## src/rtl/axis_video_frame_arb.sv

```systemverilog
// Frame-aligned two-source AXI4-Stream video arbiter with a one-stage output register slice.
// Optional build macro FRAME_ARB_DRAIN_EN: the unselected source free-runs and its beats are dropped.
module axis_video_frame_arb #(
   parameter int DW          = 16,
   parameter int ACTIVE_VERT = 768
) (
   input  logic          aclk,
   input  logic          aresetn,
   input  logic [DW-1:0] s0_tdata,
   input  logic          s0_tlast,
   input  logic          s0_tuser,
   input  logic          s0_tvalid,
   output logic          s0_tready,
   input  logic [DW-1:0] s1_tdata,
   input  logic          s1_tlast,
   input  logic          s1_tuser,
   input  logic          s1_tvalid,
   output logic          s1_tready,
   output logic [DW-1:0] m_tdata,
   output logic          m_tlast,
   output logic          m_tuser,
   output logic          m_tvalid,
   input  logic          m_tready,
   input  logic          sel_i,
   output logic          active_src,
   output logic          frame_done,
   output logic          sof_err
);

   typedef enum logic [0:0] {
      SYNC = 1'b0,
      PASS = 1'b1
   } state_t;

   localparam logic [15:0] LAST_LINE = 16'(ACTIVE_VERT - 1);

`ifdef FRAME_ARB_DRAIN_EN
   localparam logic DRAIN_RDY = 1'b1;
`else
   localparam logic DRAIN_RDY = 1'b0;
`endif

   state_t        state_r;
   logic [15:0]   line_cnt_r;
   logic          line_start_r;

   logic          load_s;
   logic          acc_s;
   logic          fwd_s;
   logic          unexp_s;
   logic          eof_s;
   logic          src_valid_s;
   logic          src_last_s;
   logic          src_user_s;
   logic [DW-1:0] src_data_s;

   // Source mux, ready generation and frame-position decode
   always_comb begin
      load_s      = !m_tvalid || m_tready;
      s0_tready   = active_src ? DRAIN_RDY : load_s;
      s1_tready   = active_src ? load_s : DRAIN_RDY;
      src_valid_s = active_src ? s1_tvalid : s0_tvalid;
      src_last_s  = active_src ? s1_tlast : s0_tlast;
      src_user_s  = active_src ? s1_tuser : s0_tuser;
      src_data_s  = active_src ? s1_tdata : s0_tdata;
      acc_s       = load_s && src_valid_s;
      // In SYNC only a frame start is allowed into the slice; everything else is dropped.
      fwd_s       = acc_s && ((state_r == PASS) || src_user_s);
      unexp_s     = src_user_s && ((line_cnt_r != 16'd0) || !line_start_r);
      eof_s       = src_last_s && (line_cnt_r == LAST_LINE);
   end

   // Arbitration FSM, line tracking, status pulses and output register slice
   always_ff @(posedge aclk) begin
      if (!aresetn) begin
         state_r      <= SYNC;
         line_cnt_r   <= 16'd0;
         line_start_r <= 1'b0;
         active_src   <= 1'b0;
         frame_done   <= 1'b0;
         sof_err      <= 1'b0;
         m_tvalid     <= 1'b0;
         m_tdata      <= {DW{1'b0}};
         m_tlast      <= 1'b0;
         m_tuser      <= 1'b0;
      end else begin
         frame_done <= 1'b0;
         sof_err    <= 1'b0;
         if (load_s) begin
            m_tvalid <= fwd_s;
            if (fwd_s) begin
               m_tdata <= src_data_s;
               m_tlast <= src_last_s;
               m_tuser <= src_user_s;
            end
         end
         case (state_r)
            SYNC: begin
               if (fwd_s) begin
                  line_cnt_r   <= 16'd0;
                  line_start_r <= 1'b0;
                  state_r      <= PASS;
               end
            end
            PASS: begin
               if (acc_s) begin
                  if (unexp_s) begin
                     sof_err      <= 1'b1;
                     line_cnt_r   <= 16'd0;
                     line_start_r <= 1'b0;
                  end else if (src_last_s) begin
                     line_start_r <= 1'b1;
                     if (eof_s) begin
                        frame_done <= 1'b1;
                        line_cnt_r <= 16'd0;
                        // Only the request present on the boundary beat can move ownership.
                        if (sel_i != active_src) begin
                           active_src <= sel_i;
                           state_r    <= SYNC;
                        end
                     end else begin
                        line_cnt_r <= line_cnt_r + 16'd1;
                     end
                  end else begin
                     line_start_r <= 1'b0;
                  end
               end
            end
            default: begin
               state_r <= SYNC;
            end
         endcase
      end
   end

endmodule

```

## config.mk

```make
export PLATFORM = sky130hd
export DESIGN_NAME = axis_video_frame_arb
export DESIGN_NICKNAME = d
export VERILOG_FILES = /design/src/rtl/axis_video_frame_arb.sv
export SDC_FILE = /design/constraint.sdc
export NUM_CORES = 1
export LEC_CHECK = 0
export ABC_CLOCK_PERIOD_IN_PS = 4550
export BUFFER_PORTS_ARGS = -buffer_cell sky130_fd_sc_hd__buf_2
export CORE_MARGIN = 2
export CORE_UTILIZATION = 30
export CTS_CLUSTER_DIAMETER = 120
export CTS_CLUSTER_SIZE = 30
export DETAILED_ROUTE_END_ITERATION = 6
export GPL_TIMING_DRIVEN = 0
export HOLD_SLACK_MARGIN = 0.05
export PLACE_DENSITY_LB_ADDON = 0.2
export SLEW_MARGIN = 20
export SYNTH_ARGS = -nofsm -noshare
export SYNTH_HDL_FRONTEND = slang
export SYNTH_SLANG_ARGS = --single-unit
```

## constraint.sdc

```tcl
create_clock -name aclk -period 4.55 [get_ports aclk]
set_input_delay 0.2275 -clock aclk [delete_from_list [all_inputs] [get_ports aclk]]
set_output_delay 0.2275 -clock aclk [all_outputs]
set_load 0.02 [all_outputs]
```

==> flow_summary.toml, run 1 <==
[synthesis]
async_flop_share = 0
synth-main-ff-cell = "dfxtp_1"
yosysSeqAreaShare = 0.388
syn_area_per_cell_um2 = 8.79
syn_inst = 235
synth_fp_nets = 279
synth_edf_count = 0
ys_ff_latch = 40
synth_area_leader_cell = "dfxtp_1"
yosys_warnings = 0
synth_area_leaders = "dfxtp_1 39%, mux2i_1 9.7%, a211oi_1 5.8%"
syn-cell-area_um2 = 2070
yosys.area.top_type_share = 0.388
synth.distinct_cells = 39

[placement]
dp_hpwl_um = 4110
placed_area_um2 = 2490
numPortBuffers = 65
gp_congestion = 0.837
place_worst_setup_slack_ps = 2490
dpl.cell_count = 380

[clock_tree]
clk_pin_slew_ps = 80
htree_levels = 2
cts_buffer_depth = 2
worstSkewPairLatency_ps = 290
cts_made_buffers = 5
cts_tree = "done"
postCtsSetupRepairBufs = 0
cts_hold_buffers = 0
cts_root_buf = "clkbuf_8"
post_cts_resized = 0
numClockSinks = 40

[cells_and_area]
reg_top3 = "line_cnt_r (16), m_tdata (16)"
diodes = 0
multiInputGateArea_um2 = 1140
layout-drive-gt1-share = 0.299
instances_no_fill = 388
num-fill-cells = 682
postLayoutCoreUtil = 0.387
area_growth_syn_to_layout_pct = 25.8
design_area_um2 = 2600
regArea_um2 = 801
nets = 351

[drt]
wl_per_cell_um = 14.1
post-route-drc-count = 0
dr.pass1.iters = 4
drtIter0Drc = 85
vias = 1961
wirelength_um = 5470
ant_nets = 0
avgViaCountPerCell = 5.05

[grt]
grt_pass1_wl_um = 8650
overflow = 0
grt_pass1_vias = 1770
antenna_found_initial = 0
grt_max_degree = 13
grt_use_total = 0.144

[timing]
fin_crit_sh = 0.457
holdWs_ps = 233
fmax_mhz = 481
setup_violations = 0
maxSlewViolCount = 0
timing.final.ws_setup_ps = 2470
rsz0062_at_grt = "no"
skew_ps = 9.35
slew_headroom = 0.677
setup_tns_ps = 0
min_period_ps = 2080
worst_pin_slew_ps = 485
finalHoldViolations = 0

[worst_setup_path]
worstPathRequired_ps = 4720
cp.arrival_ps = 2250
reg2reg_from = "line_cnt_r[1]$_SDFFE_PN0P_"
worstPathMaxFanout = 10
critPathKind = "flip-flop to flip-flop"
cp-end-kind = "flip-flop"
startpoint = "line_cnt_r[1]$_SDFFE_PN0P_"
r2r_slack_ps = 2470
start_kind = "flip-flop"

[pwr]
power_per_cell_area_nw_per_um2 = 302
fin_total_pwr_uw = 784
peakVddDrop_mv = 0.117
leakagePower_nw = 1.07

[floorplan]
start_util = 0.307
die_h_um = 87.0
ios = 66
die_x_um = 87.0
coreArea_um2 = 6720
rows = 30
die-area_um2 = 7570

[min_path]
hp-class = "input pin to flip-flop"
worstHoldStart = "aresetn"

[job]
maxCapViolations = 0

[outcome]
status = "finished clean"
## per-layer routing
metal,GRT usage,vias to the layer above,part of all wire
met5,0,-,0
met4,0.0540,0,0.010
met3,0.0370,4,0.036
met2,0.208,41,0.45
met1,0.205,901,0.50
li1,-,1015,-
## layout by cell type (no fill, tap or decap), drive strengths merged
cell type  count
a211oi        16
nor4           2
nand3         15
dfxtp         40
mux2i         20
clkinv         1
inv            6
clkbuf         9
a31oi         17
a32oi          1
o21ai          5
mux4           1
and2           4
nor2b          2
nor3           6
nand2         14
nand3b         8
bufinv         1
a31o           1
and4           2
xor2           1
and3           9
o31a           1
buf           77
nand2b         3
ha             2
o311a          1
a21oi          7
nor2          26
o31ai          1
a22oi          1
nand4          6
o311ai         2
## path summary, 6_finish.rpt
| path | endpoint | depth (start not counted) |
|---|---|---|
| min | line_cnt_r[8]$_SDFFE_PN0P_ | 3 |
| max | line_cnt_r[11]$_SDFFE_PN0P_ | 8 |
| max reg2reg | line_cnt_r[11]$_SDFFE_PN0P_ | 8 |
| min reg2reg | m_tlast$_SDFFE_PN0P_ | 2 |
## power by group
part	leakage (nW)	internal [mW]	total (mW)	switching (mW)
registers	0.326	0.365	0.372	0.00725
clock network	0.0552	0.163	0.288	0.125
logic	0.688	0.0488	0.123	0.0746
total	1.07	0.576	0.784	0.207
## synthesized netlist by cell type (all sizes together), types with 7 or more instances
library cell and n:
nor2 26, nand2 14, mux2i 20, buf 12, a211oi 16, nand3 15
dfxtp 40, a31oi 17, nand3b 8, and3 9, a21oi 7
## critical path, stage by stage, from the launching register on
cell and delay [ps]:
dfxtp_1 370, ha_1 200, and3_1 160, clkbuf_1 230
nand2_1 210, o311a_1 400, buf_6 170, a31oi_1 160
a31oi_1 50
## cell type report
class                      count  share of cell area
tap                           80              0.0385
multi-input combinational    174               0.438
clock buffer                   6              0.0279
timing repair buffer          65               0.125
sequential                    40               0.308
buffer                        15              0.0400
clock inverter                 2              0.0135
inverter                       6             0.00867
## kinds of logic (layout without fill, tap and decap cells)
| family | count (synthesis) | after routing | share of synthesized area |
|---|---|---|---|
| simple gates | 97 | 97 | 0.245 |
| compound gates | 53 | 53 | 0.182 |
| flops | 40 | 40 | 0.388 |
| mux | 21 | 21 | 0.108 |
| buf+inv | 21 | 94 | 0.0612 |
| fa+ha+maj | 2 | 2 | 0.0121 |
| xor+xnor | 1 | 1 | 0.00424 |
No activity file was read; power rests on OpenSTA's default activity.
==> run 2: changes to the inputs <==
ABC_AREA = 1   (was not set)
ABC_CLOCK_PERIOD_IN_PS = 2100   (was 4550)
clock period = 2.1 ns   (was 4.55 ns; I/O delays follow)
==> run 2 against run 1 <==
Against the previous run:
- fmax grew 13%
- combinational power grew to 2.8 times the previous value
- count of clock-buffer cells in the layout shrank 1
- final cell count grew 36%
- critical path type unchanged
==> flow_summary.toml, run 2 <==
[drt]
dr.pass1.iters = 4
post-route-drc-count = 0
vias = 2431
drtIter0Drc = 125
avgViaCountPerCell = 4.62
ant_nets = 0
wirelength_um = 6310
wl_per_cell_um = 12.0

[synthesis]
synth_fp_nets = 398
synth.distinct_cells = 30
yosys_warnings = 0
async_flop_share = 0
syn-cell-area_um2 = 2280
synth_area_leader_cell = "dfxtp_1"
synth_edf_count = 0
syn_area_per_cell_um2 = 6.45
synth-main-ff-cell = "dfxtp_1"
yosysSeqAreaShare = 0.350
yosys.area.top_type_share = 0.350
synth.most_common_cell = "nand2_1"
netlist_top_cells_count = "110 x nand2_1, 52 x nor2_1, 40 x dfxtp_1"
ys_ff_latch = 40
synth_area_leaders = "dfxtp_1 35%, nand2_1 18%, nor2_1 8.5%"
syn_inst = 354

[timing]
maxSlewViolCount = 0
fmax_mhz = 542
slew_headroom = 0.664
worst_pin_slew_ps = 503
rsz0062_at_grt = "no"
setup_tns_ps = 0
fin_crit_sh = 0.879
setup_violations = 0
finalHoldViolations = 0
skew_ps = 9.68
min_period_ps = 1850

[floorplan]
die_h_um = 91.3
ios = 66
coreArea_um2 = 7330
die_x_um = 91.3
rows = 31
start_util = 0.312
die-area_um2 = 8330

[clock_tree]
cts_hold_buffers = 0
clk_pin_slew_ps = 90
cts_tree = "done"
cts_root_buf = "clkbuf_8"
htree_levels = 2
worstSkewPairLatency_ps = 300
postCtsSetupRepairBufs = 0
post_cts_resized = 0
cts_made_buffers = 5
cts_buffer_depth = 2
numClockSinks = 40

[cells_and_area]
num-fill-cells = 790
layout-drive-gt1-share = 0.237
diodes = 0
instances_no_fill = 526
nets = 470
final_common_cell = "nand2_1"
final_cell_mix = "110 x nand2_1, 69 x buf_2, 52 x nor2_1, 40 x dfxtp_1, 35 x inv_1"
area_growth_syn_to_layout_pct = 23.5
reg_top3 = "line_cnt_r (16), m_tdata (16)"

[outcome]
status = "finished clean"

[worst_setup_path]
cp_common_cell = "nor2_1"
critPathKind = "flip-flop to flip-flop"
worstPathMaxFanout = 5
worstPathCellList = "ha_1, nand2_2, nor2_1, and2_2, nand3_1, nand3_1, nor2_1, nor2_1, nor2_1"
start_kind = "flip-flop"
crit_path_top_delay_cell = "dfxtp_1"
critPathTopFamily = "simple AND/OR/NAND/NOR gates"
slowest_delay_ps = 390
cp_num_buf_inv = 0
cp-end-kind = "flip-flop"
cp.arrival_ps = 2040
worstPathRequired_ps = 2290
r2r_slack_ps = 250

[pwr]
p_switching_uw = 531
seqPwrFrac = 0.492
internal_power_mw = 1.17
swShare = 0.312
leakagePower_nw = 1.33
peakVddDrop_mv = 0.248
pwr-share-comb = 0.204
power_per_cell_area_nw_per_um2 = 603
pwr-share-clk = 0.304

[grt]
grt_use_total = 0.164
antenna_found_initial = 0
grt_max_degree = 14
grt_pass1_vias = 2417
grt_pass1_wl_um = 11000
overflow = 0

[job]
maxCapViolations = 0

[min_path]
hp-class = "input pin to flip-flop"

[placement]
gp_congestion = 0.854
dpl.cell_count = 518
numPortBuffers = 65
dp_hpwl_um = 4810
## run 2: cell count changes after synthesis, sizes merged, moves of 7 or more
| cell | previous run | this run |
|---|---|---|
| o21ai | 5 | 20 |
| nand4 | 6 | 13 |
| inv | 6 | 37 |
| nor2 | 26 | 53 |
| nand3b | 8 | 1 |
| mux2i | 20 | 0 |
| nand3 | 15 | 22 |
| nand2 | 14 | 116 |
| a211oi | 16 | 0 |
| and3 | 9 | 0 |
## run 2: power by group through the flow
stage	clock network, mW	registers, mW	logic, mW
floorplan	0	0.892	0.185
global placement	0	0.855	0.347
detailed placement	0	0.855	0.350
CTS	0.538	0.838	0.351
global route	0.570	0.846	0.391
finish	0.518	0.838	0.347
## run 2: metrics by stage
stage	worst slack (ps)	power, mW	util	hold WS, ps	instance area (um^2)
finish	253	1.70	0.385	55.4	2820
global route	69.3	1.81	0.385	54.6	2820
CTS	261	1.73	0.385	51.2	2820
detailed placement	288	1.20	0.373	378	2730
global placement	273	1.20	0.373	374	2730
floorplan	535	1.08	-	243	2280
## run 2: cell families after synthesis
logic type,after synthesis,share of synthesized area
flip-flops,40,0.350
AO/OA/AOI/OAI,43,0.107
adder cells (fa/ha/maj),2,0.0110
XOR/XNOR,2,0.00767
buffers and inverters,53,0.112
AND/OR/NAND/NOR,214,0.412
## run 2: path summary, 6_finish.rpt
check,startpoint,endpoint,cells past startpoint
worst min register to register,m_tuser$_SDFFE_PN0P_,m_tuser$_SDFFE_PN0P_,2
worst min-delay path,s0_tdata[8],m_tdata[8]$_SDFFE_PN0P_,3
worst max-delay path,line_cnt_r[0]$_SDFFE_PN0P_,line_cnt_r[13]$_SDFFE_PN0P_,9
worst max register to register,line_cnt_r[0]$_SDFFE_PN0P_,line_cnt_r[13]$_SDFFE_PN0P_,9
## run 2: cell type report
class | instances | area (um^2) | area share
buffer | 16 | 114 | 0.0404
clock buffer | 5 | 68.8 | 0.0244
clock inverter | 3 | 18.8 | 0.00665
inverter | 37 | 141 | 0.0501
multi-input combinational | 261 | 1230 | 0.435
sequential | 40 | 801 | 0.284
tap | 99 | 124 | 0.0439
timing repair buffer | 65 | 325 | 0.115
## run 2: metal layers
metal  routed length [um]  track usage
met5                    0            0
met4                   97       0.0631
met3                  343       0.0390
met2                 3000        0.274
met1                 2870        0.203
## run 2: worst register-to-register path: cells and delay by family, from the launching register on
family / cells / cell delay [ps]
AND/OR/NAND/NOR: 8 / 1160
flip-flops: 1 / 390
adder cells (fa/ha/maj): 1 / 190
==> run 3: changes to the inputs <==
CAP_MARGIN = 20   (was not set)
CORE_UTILIZATION = 40   (was 30)
==> run 3 against run 2 <==
Against the previous run:
- worst hold slack improved by 4.8 ps
- power increased by 7.0%
- critical endpoint is now active_src$_SDFFE_PN0P_
- cell area decreased by 0.49%
- count of clock-buffer cells in the layout increased by 1
- worst setup slack improved by 6.5 ps
- largest power group unchanged
==> flow_summary.toml, run 3 (synthesis results as in run 2) <==
[grt]
busiest_layer = "met2"
overflow = 0
use_met1 = 0.269
grt_util_met2 = 0.341
grt_pass1_vias = 2247
grt_max_degree = 13
antenna_found_initial = 0
grt_use_total = 0.204
grt_pass1_wl_um = 10300
grt_util_met3 = 0.0339

[timing]
setup_tns_ps = 0
fin_crit_sh = 0.876
slew_headroom = 0.686
min_period_ps = 1840
holdWs_ps = 60.2
rsz0062_at_grt = "no"
fmax_mhz = 543
worst_pin_slew_ps = 471
setup_violations = 0
finalHoldViolations = 0
maxSlewViolCount = 0
skew_ps = 3.94

[drt]
wl_per_cell_um = 11.8
vias = 2410
avgViaCountPerCell = 4.83
dr.pass1.iters = 4
post-route-drc-count = 0
wirelength_um = 5890
drtIter0Drc = 156
ant_nets = 0

[worst_setup_path]
cp.arrival_ps = 2040
r2r_slack_ps = 260
worstPathMaxFanout = 5
worstPathRequired_ps = 2300
critPathKind = "flip-flop to flip-flop"
start_kind = "flip-flop"
cp-end-kind = "flip-flop"

[clock_tree]
numClockSinks = 40
clk_pin_slew_ps = 80
post_cts_resized = 0
htree_levels = 2
worstSkewPairLatency_ps = 300
cts_root_buf = "clkbuf_8"
cts_hold_buffers = 0
cts_made_buffers = 5
cts_tree = "done"
postCtsSetupRepairBufs = 0
cts_buffer_depth = 2

[floorplan]
die-area_um2 = 6330
ios = 66
die_h_um = 79.6
start_util = 0.415
die_x_um = 79.6
coreArea_um2 = 5510
rows = 27

[cells_and_area]
area_growth_syn_to_layout_pct = 22.9
nets = 470
final_common_cell = "nand2_1"
reg_top3 = "line_cnt_r (16), m_tdata (16)"
layout-drive-gt1-share = 0.234
num-fill-cells = 595
final_cell_mix = "110 x nand2_1, 69 x buf_2, 52 x nor2_1, 40 x dfxtp_1, 35 x inv_1"
diodes = 0

[pwr]
peakVddDrop_mv = 0.340
power_per_cell_area_nw_per_um2 = 649
fin_total_pwr_mw = 1.82
leakagePower_nw = 1.34

[placement]
numPortBuffers = 65
gp_congestion = 0.871
dp_hpwl_um = 4380

[job]
maxCapViolations = 0

[min_path]
hp-class = "input pin to flip-flop"

[outcome]
status = "finished clean"
## run 3: final cells by class
| cell class | count | area (um^2) | share of cell area |
|---|---|---|---|
| plain buffers | 16 | 114 | 0.0406 |
| clock buffers | 6 | 72.6 | 0.0258 |
| clock inverters | 2 | 35.0 | 0.0125 |
| inverters | 37 | 141 | 0.0504 |
| multi-input cells | 261 | 1230 | 0.438 |
| flip-flops and latches | 40 | 801 | 0.285 |
| well taps | 72 | 90.1 | 0.0321 |
| repair buffers | 65 | 325 | 0.116 |
## run 3: through the flow
stage / instances / utilization / instance area [um^2] / worst slack (ps)
2_1_floorplan: 354 / - / 2280 / 535
3_3_place_gp: 491 / 0.490 / 2700 / 298
3_5_place_dp: 491 / 0.490 / 2700 / 307
4_1_cts: 499 / 0.510 / 2810 / 256
5_1_grt: 499 / 0.510 / 2810 / 104
6_report: 499 / 0.510 / 2810 / 260
## run 3: per-layer routing
layer	vias to the layer above	routed length [um]
met5	-	0
li1	1276	-
met4	0	72
met1	1067	2890
met3	7	267
met2	60	2670
## run 3: worst paths after layout
kind                                                   to  depth (start not counted)                  startpoint
worst max-delay path              active_src$_SDFFE_PN0P_                          8  line_cnt_r[1]$_SDFFE_PN0P_
worst min-delay path              m_tdata[1]$_SDFFE_PN0P_                          3                 s0_tdata[1]
worst max register to register    active_src$_SDFFE_PN0P_                          8  line_cnt_r[1]$_SDFFE_PN0P_
worst min register to register  line_start_r$_SDFFE_PN0P_                          2   line_start_r$_SDFFE_PN0P_
## run 3: power breakdown
| part | internal [mW] | switching [mW] |
|---|---|---|
| logic | 0.134 | 0.211 |
| registers | 0.806 | 0.0321 |
| clock network | 0.353 | 0.287 |
| total | 1.29 | 0.530 |
## run 3: critical path: stages, from the launching register on
cell and delay, ps:
dfxtp_1 390, ha_1 200, nand2_2 70, nor2_1 270
and2_2 260, nand3_1 110, nand3b_4 200, o21ai_0 170
nor2_1 50
